File: src/rtl/booth4_mac_pipe_pkg.sv
// Shared types and helpers for the radix-4 Booth multiply-accumulate core.
package booth4_pkg;

    typedef enum logic [2:0] {
        ZERO,
        P1,
        P2,
        M2,
        M1
    } booth_digit_t;

    // Number of Booth rows for a W-bit multiplier once it is extended to W+2
    // bits: ceil((W+2)/2).
    function automatic int npp(input int w);
        return (w + 3) / 2;
    endfunction

    // Radix-4 Booth recoding of {b[2i+1], b[2i], b[2i-1]}.
    function automatic booth_digit_t booth_decode(input logic [2:0] triplet);
        booth_digit_t digit;
        case (triplet)
            3'b001, 3'b010: digit = P1;
            3'b011:         digit = P2;
            3'b100:         digit = M2;
            3'b101, 3'b110: digit = M1;
            default:        digit = ZERO;
        endcase
        return digit;
    endfunction

endpackage

File: src/rtl/booth4_pp_row.sv
// One Booth partial-product row: selects 0/A/2A, conditionally inverts it and
// positions it at weight 4^i. A negative row is returned as its one's
// complement plus a hot bit that the caller injects at weight 2^SHIFT.
module booth4_pp_row
    import booth4_pkg::*;
#(
    parameter int W     = 24,
    parameter int SHIFT = 0
) (
    input  logic [W+1:0]   a,
    input  logic [2:0]     triplet,
    input  logic           sub,
    output logic [2*W-1:0] row,
    output logic           hot
);

    booth_digit_t   digit;
    logic [2*W-1:0] a_wide;
    logic [2*W-1:0] mag;
    logic           digit_neg;
    logic           row_neg;

    assign digit  = booth_decode(triplet);
    assign a_wide = {{(W - 2){a[W+1]}}, a};

    // Select the magnitude and sign; subtraction flips every non-zero digit,
    // so the negated product costs no extra adder.
    always_comb begin
        mag       = '0;
        digit_neg = 1'b0;
        row_neg   = 1'b0;
        row       = '0;
        hot       = 1'b0;
        case (digit)
            P1:      mag = a_wide;
            P2:      mag = a_wide << 1;
            M2:      begin mag = a_wide << 1; digit_neg = 1'b1; end
            M1:      begin mag = a_wide;      digit_neg = 1'b1; end
            default: mag = '0;
        endcase
        if (digit != ZERO) begin
            row_neg = digit_neg ^ sub;
            row     = (row_neg ? ~mag : mag) << SHIFT;
            hot     = row_neg;
        end
    end

endmodule

File: src/rtl/booth4_mac_pipe.sv
// Three-stage elastic radix-4 Booth MAC: P = +/-(A*B) + C mod 2^(2W).
// S1 holds Booth rows + hot bits + C, S2 holds the CSA sum/carry pair,
// S3 holds the carry-propagated result.
module booth4_mac_pipe
    import booth4_pkg::*;
#(
    parameter int W     = 24,
    parameter int TAG_W = 4
) (
    input  logic             clk,
    input  logic             rst,
    input  logic             in_valid,
    output logic             in_ready,
    input  logic [W-1:0]     in_a,
    input  logic [W-1:0]     in_b,
    input  logic [2*W-1:0]   in_c,
    input  logic             in_signed,
    input  logic             in_sub,
    input  logic [TAG_W-1:0] in_tag,
    output logic             out_valid,
    input  logic             out_ready,
    output logic [2*W-1:0]   out_p,
    output logic             out_zero,
    output logic [TAG_W-1:0] out_tag
);

    localparam int NPP  = npp(W);
    localparam int NOPS = NPP + 2;
    localparam int PW   = 2 * W;

    logic             load1, load2, load3;
    logic [W+1:0]     a_ext;
    logic [2*NPP:0]   b_trip;
    logic [PW-1:0]    pp_next [NPP];
    logic [NPP-1:0]   hot_bits;
    logic [PW-1:0]    hot_next;

    logic             v1_reg, v2_reg, v3_reg;
    logic [PW-1:0]    pp_reg [NPP];
    logic [PW-1:0]    hot_reg, c1_reg;
    logic [TAG_W-1:0] tag1_reg, tag2_reg, tag3_reg;
    logic [PW-1:0]    sum_next, carry_next, sum2_reg, carry2_reg;
    logic [PW-1:0]    p_next, p3_reg;
    logic             zero3_reg;

    // A stage advances when it is empty or its successor is advancing.
    assign load3    = !v3_reg || out_ready;
    assign load2    = !v2_reg || load3;
    assign load1    = !v1_reg || load2;
    assign in_ready = load1;

    // Operand extension; b_trip[0] is the implicit b[-1] = 0.
    assign a_ext  = {{2{in_signed & in_a[W-1]}}, in_a};
    assign b_trip = {{(2 * NPP - W){in_signed & in_b[W-1]}}, in_b, 1'b0};

    generate
        for (genvar gi = 0; gi < NPP; gi++) begin : g_row
            booth4_pp_row #(.W(W), .SHIFT(2 * gi)) u_row (
                .a       (a_ext),
                .triplet (b_trip[2*gi+2:2*gi]),
                .sub     (in_sub),
                .row     (pp_next[gi]),
                .hot     (hot_bits[gi])
            );
        end
    endgenerate

    // Hot bits sit at distinct even weights, so they pack into one operand.
    always_comb begin
        hot_next = '0;
        for (int i = 0; i < NPP; i++) hot_next[2*i] = hot_bits[i];
    end

    // S1 occupancy.
    always_ff @(posedge clk) begin
        if (rst) v1_reg <= 1'b0;
        else if (load1) v1_reg <= in_valid;
    end

    // S1 payload, captured only on an input transfer.
    always_ff @(posedge clk) begin
        if (load1 && in_valid) begin
            for (int i = 0; i < NPP; i++) pp_reg[i] <= pp_next[i];
            hot_reg  <= hot_next;
            c1_reg   <= in_c;
            tag1_reg <= in_tag;
        end
    end

    // Wallace-style reduction: each level compresses groups of three operands
    // with 3:2 counters until only a sum/carry pair remains.
    always_comb begin
        logic [PW-1:0] tree [NOPS];
        logic [PW-1:0] x, y, z;
        int n, m;
        x = '0; y = '0; z = '0;
        n = NOPS; m = 0;
        for (int k = 0; k < NPP; k++) tree[k] = pp_reg[k];
        tree[NPP]     = hot_reg;
        tree[NPP + 1] = c1_reg;
        for (int lvl = 0; lvl < NOPS; lvl++) begin
            if (n > 2) begin
                m = 0;
                for (int j = 0; j < NOPS; j += 3) begin
                    if (j + 2 < n) begin
                        x = tree[j]; y = tree[j + 1]; z = tree[j + 2];
                        tree[m]     = x ^ y ^ z;
                        tree[m + 1] = ((x & y) | (x & z) | (y & z)) << 1;
                        m = m + 2;
                    end else if (j < n) begin
                        tree[m] = tree[j];
                        if (j + 1 < n) tree[m + 1] = tree[j + 1];
                        m = m + (n - j);
                    end
                end
                n = m;
            end
        end
        sum_next   = tree[0];
        carry_next = tree[1];
    end

    // S2 occupancy.
    always_ff @(posedge clk) begin
        if (rst) v2_reg <= 1'b0;
        else if (load2) v2_reg <= v1_reg;
    end

    // S2 payload: redundant sum/carry pair.
    always_ff @(posedge clk) begin
        if (load2 && v1_reg) begin
            sum2_reg   <= sum_next;
            carry2_reg <= carry_next;
            tag2_reg   <= tag1_reg;
        end
    end

    assign p_next = sum2_reg + carry2_reg;

    // S3: final carry-propagate result, held stable while stalled.
    always_ff @(posedge clk) begin
        if (rst) begin
            v3_reg    <= 1'b0;
            p3_reg    <= '0;
            zero3_reg <= 1'b0;
            tag3_reg  <= '0;
        end else if (load3) begin
            v3_reg <= v2_reg;
            if (v2_reg) begin
                p3_reg    <= p_next;
                zero3_reg <= (p_next == '0);
                tag3_reg  <= tag2_reg;
            end
        end
    end

    assign out_valid = v3_reg;
    assign out_p     = p3_reg;
    assign out_zero  = zero3_reg;
    assign out_tag   = tag3_reg;

endmodule

File: config.mk
export PLATFORM = sky130hd
export DESIGN_NAME = booth4_mac_pipe
export DESIGN_NICKNAME = d
export VERILOG_FILES = /design/src/rtl/booth4_mac_pipe_pkg.sv /design/src/rtl/booth4_pp_row.sv /design/src/rtl/booth4_mac_pipe.sv
export SDC_FILE = /design/constraint.sdc
export NUM_CORES = 2
export LEC_CHECK = 0
export CORE_UTILIZATION = 40
export DETAILED_ROUTE_END_ITERATION = 10
export GPL_ROUTABILITY_DRIVEN = 0
export GPL_TIMING_DRIVEN = 0
export PLACE_DENSITY_LB_ADDON = 0.2
export SLEW_MARGIN = 30
export SYNTH_ARGS = -nofsm -noshare
export SYNTH_HDL_FRONTEND = slang
export SYNTH_HIERARCHICAL = 1
export SYNTH_SLANG_ARGS = --single-unit
File: constraint.sdc
create_clock -name clk -period 77.5 [get_ports clk]
set_input_delay 19.375 -clock clk [delete_from_list [all_inputs] [get_ports clk]]
set_output_delay 19.375 -clock clk [all_outputs]
set_load 0.005 [all_outputs]
==> metrics.yaml <==
worst_setup_path:
  cp.required_ns: 58.12
  reg2reg_slack_ns: 72.93
  critPathCapture: "in_ready"
  critPathLaunchType: "primary input"
  r2r_end: "out_zero"
  path_class: "in -> out"
  endpoint_kind: "output port"
  r2r_start: "carry2_reg[4]"
  cp-startpoint: "out_ready"
  cp.arrival_ns: 21.02
  reg2regPathDepth: 13
  cp_max_fo: 7
finish:
  largest_register_ff_count: 624
  final_nets: 6652
  num-fill-cells: 13500
  stdcell_count: 7860
  drive_gt1_frac: 0.114
  area_growth_pct: 16.2
  final_cell_area_sq_um: 69300
sta:
  period_share: 0.521
  fmax_mhz: 24.8
  rsz0062_at_grt: "false"
  tns_ns: 0
  finalHoldViolCount: 0
  finClkSkew_ns: 0.0425
  period_needed_ns: 40.40
  setup_violations: 0
  slew_violations: 0
  tightest_slew_ns: 0.976
  slew_headroom: 0.336
drt:
  via_count: 40000
  drt_wl_total_um: 160000
  wl_per_cell_um: 20.4
  ant_nets: 0
  drc_errors: 0
  first_pass_iters: 5
  vias_per_cell: 5.09
  dr.first_iter.drc_count: 3252
floorplan:
  ioPinCount: 161
  core_area_sq_um: 148000
  fp.dieArea_sq_um: 151000
  fp.dieW_um: 388
  num_rows: 141
  start_util: 0.403
  chipHeight_um: 388
yosys:
  avgSynthCellArea_sq_um: 11.1
  syn_area_sq_um: 59700
  yosysTopAreaCellShare: 0.396
  synth_area_leaders: "edfxtp_1 40%, fa_1 19%, mux2i_1 5.8%, inv_1 5.3%, a21o_1 4.3%"
  ys_seq_area_frac: 0.415
  synth-seq-cells: 843
  synthArstFlopShare: 0
  synth-main-ff-cell: "edfxtp_1"
  synth_warnings: 6
  yosys.area.top_type: "edfxtp_1"
  netlist_instances: 5352
  synth-edff-count: 787
  yosysUniqueCellTypes: 76
  yosysMostFrequentCell: "inv_1"
  synthTopCellsByCount: "848 x inv_1, 787 x edfxtp_1, 567 x fa_1, 497 x nand2_1, 360 x nand3_1"
place:
  dp.cells: 7668
  dpl-instance-area_sq_um: 65900
  dp_hpwl_um: 126000
  port_buffers: 160
clocking:
  hold_buffers: 0
  cts_root_buf: "clkbuf_16"
  clkTransAtPathRegs_ns: 0.06
  clockBufferDepth: 3
  cts_setup_buffers: 0
  tritoncts: "yes"
  clkSinkCount: 843
  ctsHtreeMaxLevel: 3
  cts-buffers-inserted: 101
  cts_resized: 0
  clock_latency_ns: 0.73
global_route:
  track_usage: 0.214
  grt_pass1_wl_um: 244000
  antenna_found_initial: 9
  gr-total-overflow: 0
  grt_max_degree: 40
  first_global_vias: 39800
run:
  cap_viol_max_count: 0
outcome:
  status: "completed"
min_path:
  worstHoldPathType: "reg -> reg"
[placed cells by master, fill, tap and decap left out, drive strengths merged, types with 8 or more instances in the layout]
| cell type | synthesis | final |
|---|---|---|
| nand3 | 360 | 360 |
| nand4 | 11 | 11 |
| nor2 | 68 | 68 |
| o31ai | 15 | 15 |
| xnor2 | 47 | 47 |
| nand3b | 14 | 14 |
| dfxtp | 56 | 56 |
| o21ai | 348 | 348 |
| conb | 13 | 159 |
| or4 | 15 | 15 |
| fa | 567 | 567 |
| mux2i | 347 | 347 |
| o221ai | 13 | 13 |
| and4bb | 13 | 13 |
| clkinvlp | 0 | 10 |
| edfxtp | 787 | 787 |
| clkdlybuf4s50 | 0 | 135 |
| nand2 | 497 | 497 |
| and3 | 22 | 22 |
| clkinv | 0 | 34 |
| nand2b | 19 | 19 |
| clkbuf | 158 | 284 |
| a31oi | 8 | 8 |
| a21oi | 111 | 111 |
| nor3 | 15 | 15 |
| bufinv | 0 | 10 |
| and3b | 13 | 13 |
| a2111oi | 15 | 15 |
| xor2 | 20 | 20 |
| ha | 138 | 138 |
| a21o | 343 | 343 |
| inv | 848 | 857 |
| buf | 380 | 485 |
| nor2b | 31 | 31 |
[critical path: stages]
cell,delay (ns)
clkdlybuf4s50_1,0.40
nor2b_1,0.56
nand3_1,0.20
clkdlybuf4s50_1,0.49
[metrics by stage]
step | hold slack (ns) | setup slack [ns] | utilization
floorplan | 0.400 | 21.87 | -
global placement | 0.405 | 4.06 | 0.434
detailed placement | 0.406 | 37.13 | 0.446
CTS | 0.425 | 37.12 | 0.469
global route | 0.432 | 37.02 | 0.469
finish | 0.421 | 37.10 | 0.469
[final cells by class]
class,instances,area (sq um),share of cell area
flip-flops and latches,843,24800,0.357
diodes,3,7.51,0.000108
clock buffers,126,2760,0.0398
plain buffers,538,3630,0.0524
multi-input cells,3269,28800,0.415
well taps,1930,2410,0.0348
inverters,848,3180,0.0459
repair buffers,240,3160,0.0455
clock inverters,63,666,0.00960
[worst min path at each step]
stage / startpoint / end / slack (ns) / depth (start not counted)
after global placement: tag1_reg[2] / tag2_reg[2] / 0.40 / 0
after detailed placement: tag1_reg[2] / tag2_reg[2] / 0.41 / 0
after CTS: tag1_reg[1] / tag2_reg[1] / 0.42 / 0
after global routing: tag1_reg[3] / tag2_reg[3] / 0.43 / 0
after floorplan: tag1_reg[0] / tag2_reg[0] / 0.40 / 0
final: tag1_reg[1] / tag2_reg[1] / 0.42 / 0
[cell families (layout without fill, tap and decap cells)]
logic type,count (synthesis),after routing,share of synthesized area
XOR/XNOR,67,67,0.00984
buffers and inverters,1386,1815,0.114
adder cells (fa/ha/maj),705,705,0.219
multiplexers,348,348,0.0584
flip-flops,843,843,0.415
AND/OR/NAND/NOR,1097,1097,0.0873
other,13,162,0.000818
AO/OA/AOI/OAI,893,893,0.0952
[routing by layer]
layer | up-vias | GRT usage | wire length (um)
met1 | 20100 | 0.314 | 74300
li1 | 18500 | - | -
met3 | 180 | 0.0311 | 9950
met4 | 2 | 0.0508 | 3490
met5 | - | 0 | 13
met2 | 1234 | 0.332 | 72400
Power is left out: the tool's default activity adds up to more than one toggle a clock period on the data nets, which glitch-free logic cannot reach.
